**src/rtl/if_stage.sv**
```systemverilog
// Instruction fetch stage: owns the PC, runs one-outstanding fetches over a
// grant/response handshake, and presents the instruction (plus raw immediates) to decode.
module if_stage #(
  parameter logic [31:0] RESET_PC  = 32'h0000_0000,
  parameter logic [31:0] NOP_INSTR = 32'h0000_0013
) (
  input  logic        clk,
  input  logic        rst,
  output logic        imem_req,
  output logic [31:0] imem_addr,
  input  logic        imem_gnt,
  input  logic        imem_rvalid,
  input  logic [31:0] imem_rdata,
  input  logic        redirect,
  input  logic [31:0] redirect_pc,
  input  logic        stall,
  output logic        id_valid,
  output logic [31:0] id_pc,
  output logic [31:0] id_instr,
  output logic [4:0]  iimm_shamt,
  output logic [11:0] iimm,
  output logic [11:0] simm,
  output logic [11:0] bimm,
  output logic [19:0] uimm,
  output logic [19:0] jimm
);

  typedef enum logic [1:0] {
    IDLE = 2'd0,
    WAIT = 2'd1,
    DROP = 2'd2
  } state_e;

  state_e      state, state_next;
  logic [31:0] pc;
  logic [31:0] req_pc;
  logic        sk_valid;
  logic [31:0] sk_pc;
  logic [31:0] sk_instr;

  logic        grant;
  logic        resp;
  logic        slot_free;
  logic        skid_load;
  logic [31:0] target_pc;
  logic [1:0]  unused_redirect_lsbs;

  assign target_pc            = {redirect_pc[31:2], 2'b00};
  assign unused_redirect_lsbs = redirect_pc[1:0];
  assign imem_addr            = pc;

  // NOTE: sequential state uses non-blocking assignments so every register samples pre-edge values.
  always_ff @(posedge clk or posedge rst) begin
    if (rst) state <= IDLE;
    else     state <= state_next;
  end

  // NOTE: every output of this block gets a default before the case, so no path infers a latch.
  always_comb begin
    state_next = state;
    imem_req   = 1'b0;
    grant      = 1'b0;
    resp       = 1'b0;
    unique case (state)
      IDLE: begin
        imem_req = !sk_valid && !redirect && !rst;
        grant    = imem_req && imem_gnt;
        if (grant) state_next = WAIT;
      end
      WAIT: begin
        // A response coinciding with a redirect belongs to the old stream and is discarded.
        resp = imem_rvalid && !redirect;
        if (imem_rvalid)   state_next = IDLE;
        else if (redirect) state_next = DROP;
      end
      DROP: begin
        if (imem_rvalid) state_next = IDLE;
      end
      default: state_next = IDLE;
    endcase
  end

  always_ff @(posedge clk or posedge rst) begin
    if (rst) begin
      pc     <= RESET_PC;
      req_pc <= RESET_PC;
    end else if (redirect) begin
      pc <= target_pc;
    end else if (grant) begin
      req_pc <= pc;
      pc     <= pc + 32'd4;
    end
  end

  // The slot can accept new data when it is empty or being retired this edge.
  assign slot_free = !id_valid || !stall;
  // A response parks in the skid when the slot is held, or when the skid is draining first.
  assign skid_load = resp && (sk_valid || !slot_free);

  always_ff @(posedge clk or posedge rst) begin
    if (rst) begin
      id_valid <= 1'b0;
      id_pc    <= 32'h0;
      id_instr <= NOP_INSTR;
      sk_valid <= 1'b0;
    end else if (redirect) begin
      id_valid <= 1'b0;
      id_instr <= NOP_INSTR;
      sk_valid <= 1'b0;
    end else begin
      if (slot_free) begin
        if (sk_valid) begin
          id_valid <= 1'b1;
          id_pc    <= sk_pc;
          id_instr <= sk_instr;
        end else if (resp) begin
          id_valid <= 1'b1;
          id_pc    <= req_pc;
          id_instr <= imem_rdata;
        end else if (id_valid) begin
          id_valid <= 1'b0;
          id_instr <= NOP_INSTR;
        end
      end
      if (skid_load)      sk_valid <= 1'b1;
      else if (slot_free) sk_valid <= 1'b0;
    end
  end

  // NOTE: the skid payload has no reset; sk_valid alone qualifies it.
  always_ff @(posedge clk) begin
    if (skid_load) begin
      sk_pc    <= req_pc;
      sk_instr <= imem_rdata;
    end
  end

  assign iimm_shamt = id_instr[24:20];
  assign iimm       = id_instr[31:20];
  assign simm       = {id_instr[31:25], id_instr[11:7]};
  assign bimm       = {id_instr[31], id_instr[7], id_instr[30:25], id_instr[11:8]};
  assign uimm       = id_instr[31:12];
  assign jimm       = {id_instr[31], id_instr[19:12], id_instr[20], id_instr[30:21]};

endmodule
```
**config.mk**
```make
export PLATFORM = sky130hd
export DESIGN_NAME = if_stage
export DESIGN_NICKNAME = d
export VERILOG_FILES = /design/src/rtl/if_stage.sv
export SDC_FILE = /design/constraint.sdc
export NUM_CORES = 1
export LEC_CHECK = 0
export ABC_CLOCK_PERIOD_IN_PS = 13000
export CORE_MARGIN = 1
export CORE_UTILIZATION = 35
export DETAILED_ROUTE_END_ITERATION = 12
export PLACE_DENSITY = 0.73
export SKIP_CTS_REPAIR_TIMING = 1
export SLEW_MARGIN = 20
export SYNTH_ARGS = -nofsm -noshare
export SYNTH_HDL_FRONTEND = slang
export SYNTH_SLANG_ARGS = --single-unit
export TNS_END_PERCENT = 5
```
**constraint.sdc**
```tcl
create_clock -name clk -period 13 [get_ports clk]
set_clock_uncertainty 0.1 [all_clocks]
set_input_delay 1.95 -clock clk [delete_from_list [all_inputs] [get_ports clk]]
set_output_delay 1.95 -clock clk [all_outputs]
set_load 0.01 [all_outputs]
```
# Word level (Yosys, flattened, before mapping)
# Cells that the tools add are included.
# totals
regBits,196
input_bits,70
wordCells,63
# classes
n_addsub,1
n_eq_ne,5
muxes,24
bitwise,1
n_reduce_logical,23
# op_table
cell,count
32-bit two-way mux,9
32-bit by 3-bit adder with 32-bit output (second input constant),1
1-bit two-way mux,10
2-bit two-way mux,4
1-bit logical NOT,6
2-bit one-hot mux with 3 select lines,1
3-bit AND reduction,2
2-bit nonzero test,3
1-bit logical AND,5
2-bit inequality test (second input constant),2
2-bit AND reduction,2
4-bit nonzero test,1
3-bit inequality test (second input constant),1
3-bit nonzero test,1
2-bit by 1-bit equality test with 1-bit output (second input constant),1
2-bit equality test (second input constant),1
2-bit logical NOT,1
1-bit logical OR,2
1-bit inverter,1

# Depth between registers and ports, before layout
# logic_depth
word_depth,7
mapped_depth,8
depth_no_buf,6

# Worst setup path before layout
# OpenSTA, ideal clock, no wires.
# synth_path
path_type,input-to-reg
from,in imem_rvalid
to,reg sk_instr[0] (enable)
t_arrival_ns,5.324
required_ns,12.418
slack_ns,7.094
path_stages,5
cell_sequence,and3b_1 -> clkbuf_1 -> clkbuf_1 -> o21ai_0 -> nor2_1
# synth_via
elab_chain_len,3
# synth_rtl
element,line,text
"start, declared",12,"input logic imem_rvalid,"
1-bit logical AND,72,resp = imem_rvalid && !redirect;
1-bit two-way mux,64,unique case (state)
1-bit logical AND,98,assign skid_load = resp && (sk_valid || !slot_free);
net skid_load,44,logic skid_load;
"end signal, assigned",134,sk_instr <= imem_rdata;
"end, declared",39,logic [31:0] sk_instr;
# The timed path passes the listed nets, and every way through them passes these cells.
# A chain may end at the register's enable or synchronous reset.

# Worst setup path after layout
# layout_path
from,in rst
to,out imem_req
# layout_via
elab_chain_len,3
# layout_rtl
element,line,text
"start, declared",8,"input logic rst,"
1-bit logical NOT (no line),-,
1-bit logical AND,66,imem_req = !sk_valid && !redirect && !rst;
1-bit two-way mux,64,
"end, declared",9,"output logic imem_req,"
# No other way between the ends.

==> flow_summary.ini <==
[critical_path]
critPathArrivalTime_ps = 3290
startpoint_type = primary input
cp_slowest_cell = clkdlybuf4s50_1
endpoint_kind = primary output
crit_start = rst
r2r_cells = 6
critical_path_class = in -> out
r2r-end = imem_addr[25]$_DFFE_PP0P_
cpLargestDelayFamily = buffers and inverters
rrSetupSlack_ps = 9960
cp_common_cell = clkdlybuf4s50_1
crit_fanout = 3
worstPathRequired_ps = 10950
path_buf_inv = 2
cpPeakStageDelay_ps = 580
r2r_start = sk_valid$_DFFE_PP0P_
worstPathCellList = clkdlybuf4s50_1 > nor4_1 > clkdlybuf4s50_1

[synthesis]
yosysWarnings = 0
synthTopCellsByCount = nand2_1 (175), dfrtp_1 (123), buf_4 (85)
synth_area_um2 = 8700
syn_avg_cell_area_um2 = 10.3
synth.most_common_cell = nand2_1
synth_seq_area_share = 0.577
ys.flop_type = dfrtp_1
synth_area_leaders = dfrtp_1 (35%), edfxtp_1 (21%), nand2_1 (7.6%), buf_4 (7.3%), mux2i_1 (3.7%)
ys_types = 56
async_flop_share = 0.670
synth_top_area_frac = 0.354
yosys.area.top_type = dfrtp_1
synthCells = 841
ys_ff_latch = 188
synth_edf_count = 62

[sta]
fin_tns_setup_ps = 0
maxSlewHeadroom = 0.328
finalMaxSlewViolations = 0
rsz0062_at_grt = no
max_freq_ghz = 0.187
setup_viol = 0
tightestPinTransition_ps = 1000
hold_viol = 0
post-route-period-util = 0.411
final_period_minus_worst_setup_slack_ps = 5340

[power]
power_frac_seq = 0.473
power.density_nw_per_um2 = 138
p_leak_nw = 4.41
switching_share = 0.289
p_sw_uw = 454
p_int_mw = 1.12
power_frac_clock = 0.344
pwr-share-comb = 0.183
ir_drop_mv = 0.0684

[finish]
postLayoutCellArea_um2 = 11400
n_antenna_cell = 0
layout-drive-gt1-share = 0.0655
fill_cells = 2202
nets = 1050
multi_input_area_um2 = 2830
regArea_um2 = 5020
area_growth_pct = 31.1

[routing]
drt-initial-drc-count = 443
vias_per_cell = 4.92
wl_mm = 22.7
wl_per_cell_um = 17.2
drc = 0
ant_nets = 0
dr.pass1.iters = 7
vias = 6471

[placed_design]
placed_cell_area_um2 = 10700
finalWeightedCongestion = 0.818
io_buffer_count = 242
dp_hpwl_mm = 15.3

[worst_hold_path]
min_from = id_pc[22]$_DFFE_PP0P_
whs_path_depth = 2
hold_path_class = reg -> reg
whs_endpoint = id_pc[22]$_DFFE_PP0P_

[floorplanning]
rows = 57
start_util = 0.358
die_y_um = 160
dieArea_um2 = 25500
die-width_um = 160
io_pins = 249
core_um2 = 24300

[clock_network]
numCtsBuffers = 17
clock_path_buffers = 2
tritoncts = built
htreeDepth = 4
worstSkewPairLatency_ps = 440
cts_root_buffer = clkbuf_16
cts.sinks = 188
clkTransAtPathRegs_ps = 80

[global_routing]
grt_pass1_wl_mm = 35.9
grt_max_degree = 78
grt_pass1_vias = 6149
gr-total-overflow = 0
grt_usage = 0.182
antenna_found_initial = 0

[status]
outcome = finished, final reports clean

[job]
max_cap_violations = 0
## layout make-up
type                            count  area share
Clock buffer                       17      0.0373
Clock inverter                     15      0.0168
Inverter                            7     0.00274
Multi-Input combinational cell    515       0.248
Sequential cell                   188       0.440
Tap cell                          324      0.0355
Timing Repair Buffer              250       0.219
## layer usage
layer | track usage | share of wire | up-vias
met1 | 0.245 | 0.45 | 3088
met4 | 0.0472 | 0.0090 | 0
met5 | 0 | 0 | -
li1 | - | - | 3121
met3 | 0.0431 | 0.063 | 15
met2 | 0.294 | 0.48 | 247
## power by group through the flow
stage	logic [mW]	clock network, mW	registers [mW]
floorplan	0.122	0	0.759
global placement	0.285	0	0.754
detailed placement	0.290	0	0.757
CTS	0.291	0.554	0.745
global route	0.315	0.579	0.755
finish	0.287	0.541	0.744
## registers in the layout (all words and copies together) (netlist names)
| register | cells |
|---|---|
| id_valid | 1 |
| state | 2 |
| req_pc | 30 |
| sk_valid | 1 |
| sk_pc | 30 |
| id_pc | 30 |
| id_instr | 32 |
| imem_addr | 30 |
| sk_instr | 32 |
## kinds of logic (layout without fill, tap and decap cells)
logic type / after synthesis / count (layout) / share of synthesized area
compound gates: 154 / 154 / 0.109
xor+xnor: 10 / 10 / 0.0101
fa+ha+maj: 1 / 1 / 0.00144
buf+inv: 141 / 289 / 0.102
flops: 188 / 188 / 0.577
mux: 36 / 36 / 0.0420
other cells: 1 / 4 / 0.000431
simple gates: 310 / 310 / 0.158
## through the flow
| stage | utilization | std cells | total power [mW] | hold slack [ps] | setup slack (ps) |
|---|---|---|---|---|---|
| CTS | 0.467 | 1315 | 1.59 | 383 | 7660 |
| finish | 0.469 | 1316 | 1.57 | 380 | 7660 |
| floorplan | - | 844 | 0.881 | 346 | 7090 |
| global route | 0.469 | 1316 | 1.65 | 400 | 7610 |
| global placement | 0.442 | 1283 | 1.04 | 359 | 7660 |
| detailed placement | 0.442 | 1283 | 1.05 | 363 | 7660 |
## cells in the final DEF, fill, tap and decap left out, drive strengths merged, types with 6 or more instances in the layout
master | synthesis | routed
nor2 | 71 | 71
a21oi | 38 | 38
nand4 | 15 | 15
edfxtp | 62 | 62
o21ai | 57 | 57
buf | 100 | 9
nor4 | 7 | 7
nor3 | 7 | 7
nand3 | 12 | 12
inv | 7 | 15
a211oi | 29 | 29
clkbuf | 34 | 17
dfrtp | 123 | 123
clkinv | 0 | 6
o311ai | 6 | 6
mux2i | 32 | 32
nand2 | 176 | 176
clkdlybuf4s50 | 0 | 241
## worst max path at each step
stage / to / slack (ps) / cells past startpoint
floorplan: sk_instr[0]$_DFFE_PP_ / 7090 / 5
global placement: imem_req / 7660 / 3
detailed placement: imem_req / 7660 / 3
CTS: imem_req / 7660 / 3
global route: imem_req / 7610 / 3
finish: imem_req / 7660 / 3
## worst reg2reg max path: stages (launching register included)
cell     delay [ps]
dfrtp_4         690
or4b_4          680
nor2_2          100
buf_4           390
nor2_1          360
a22o_1          290
or3_1           330
Power figures use the tool's default switching activity.
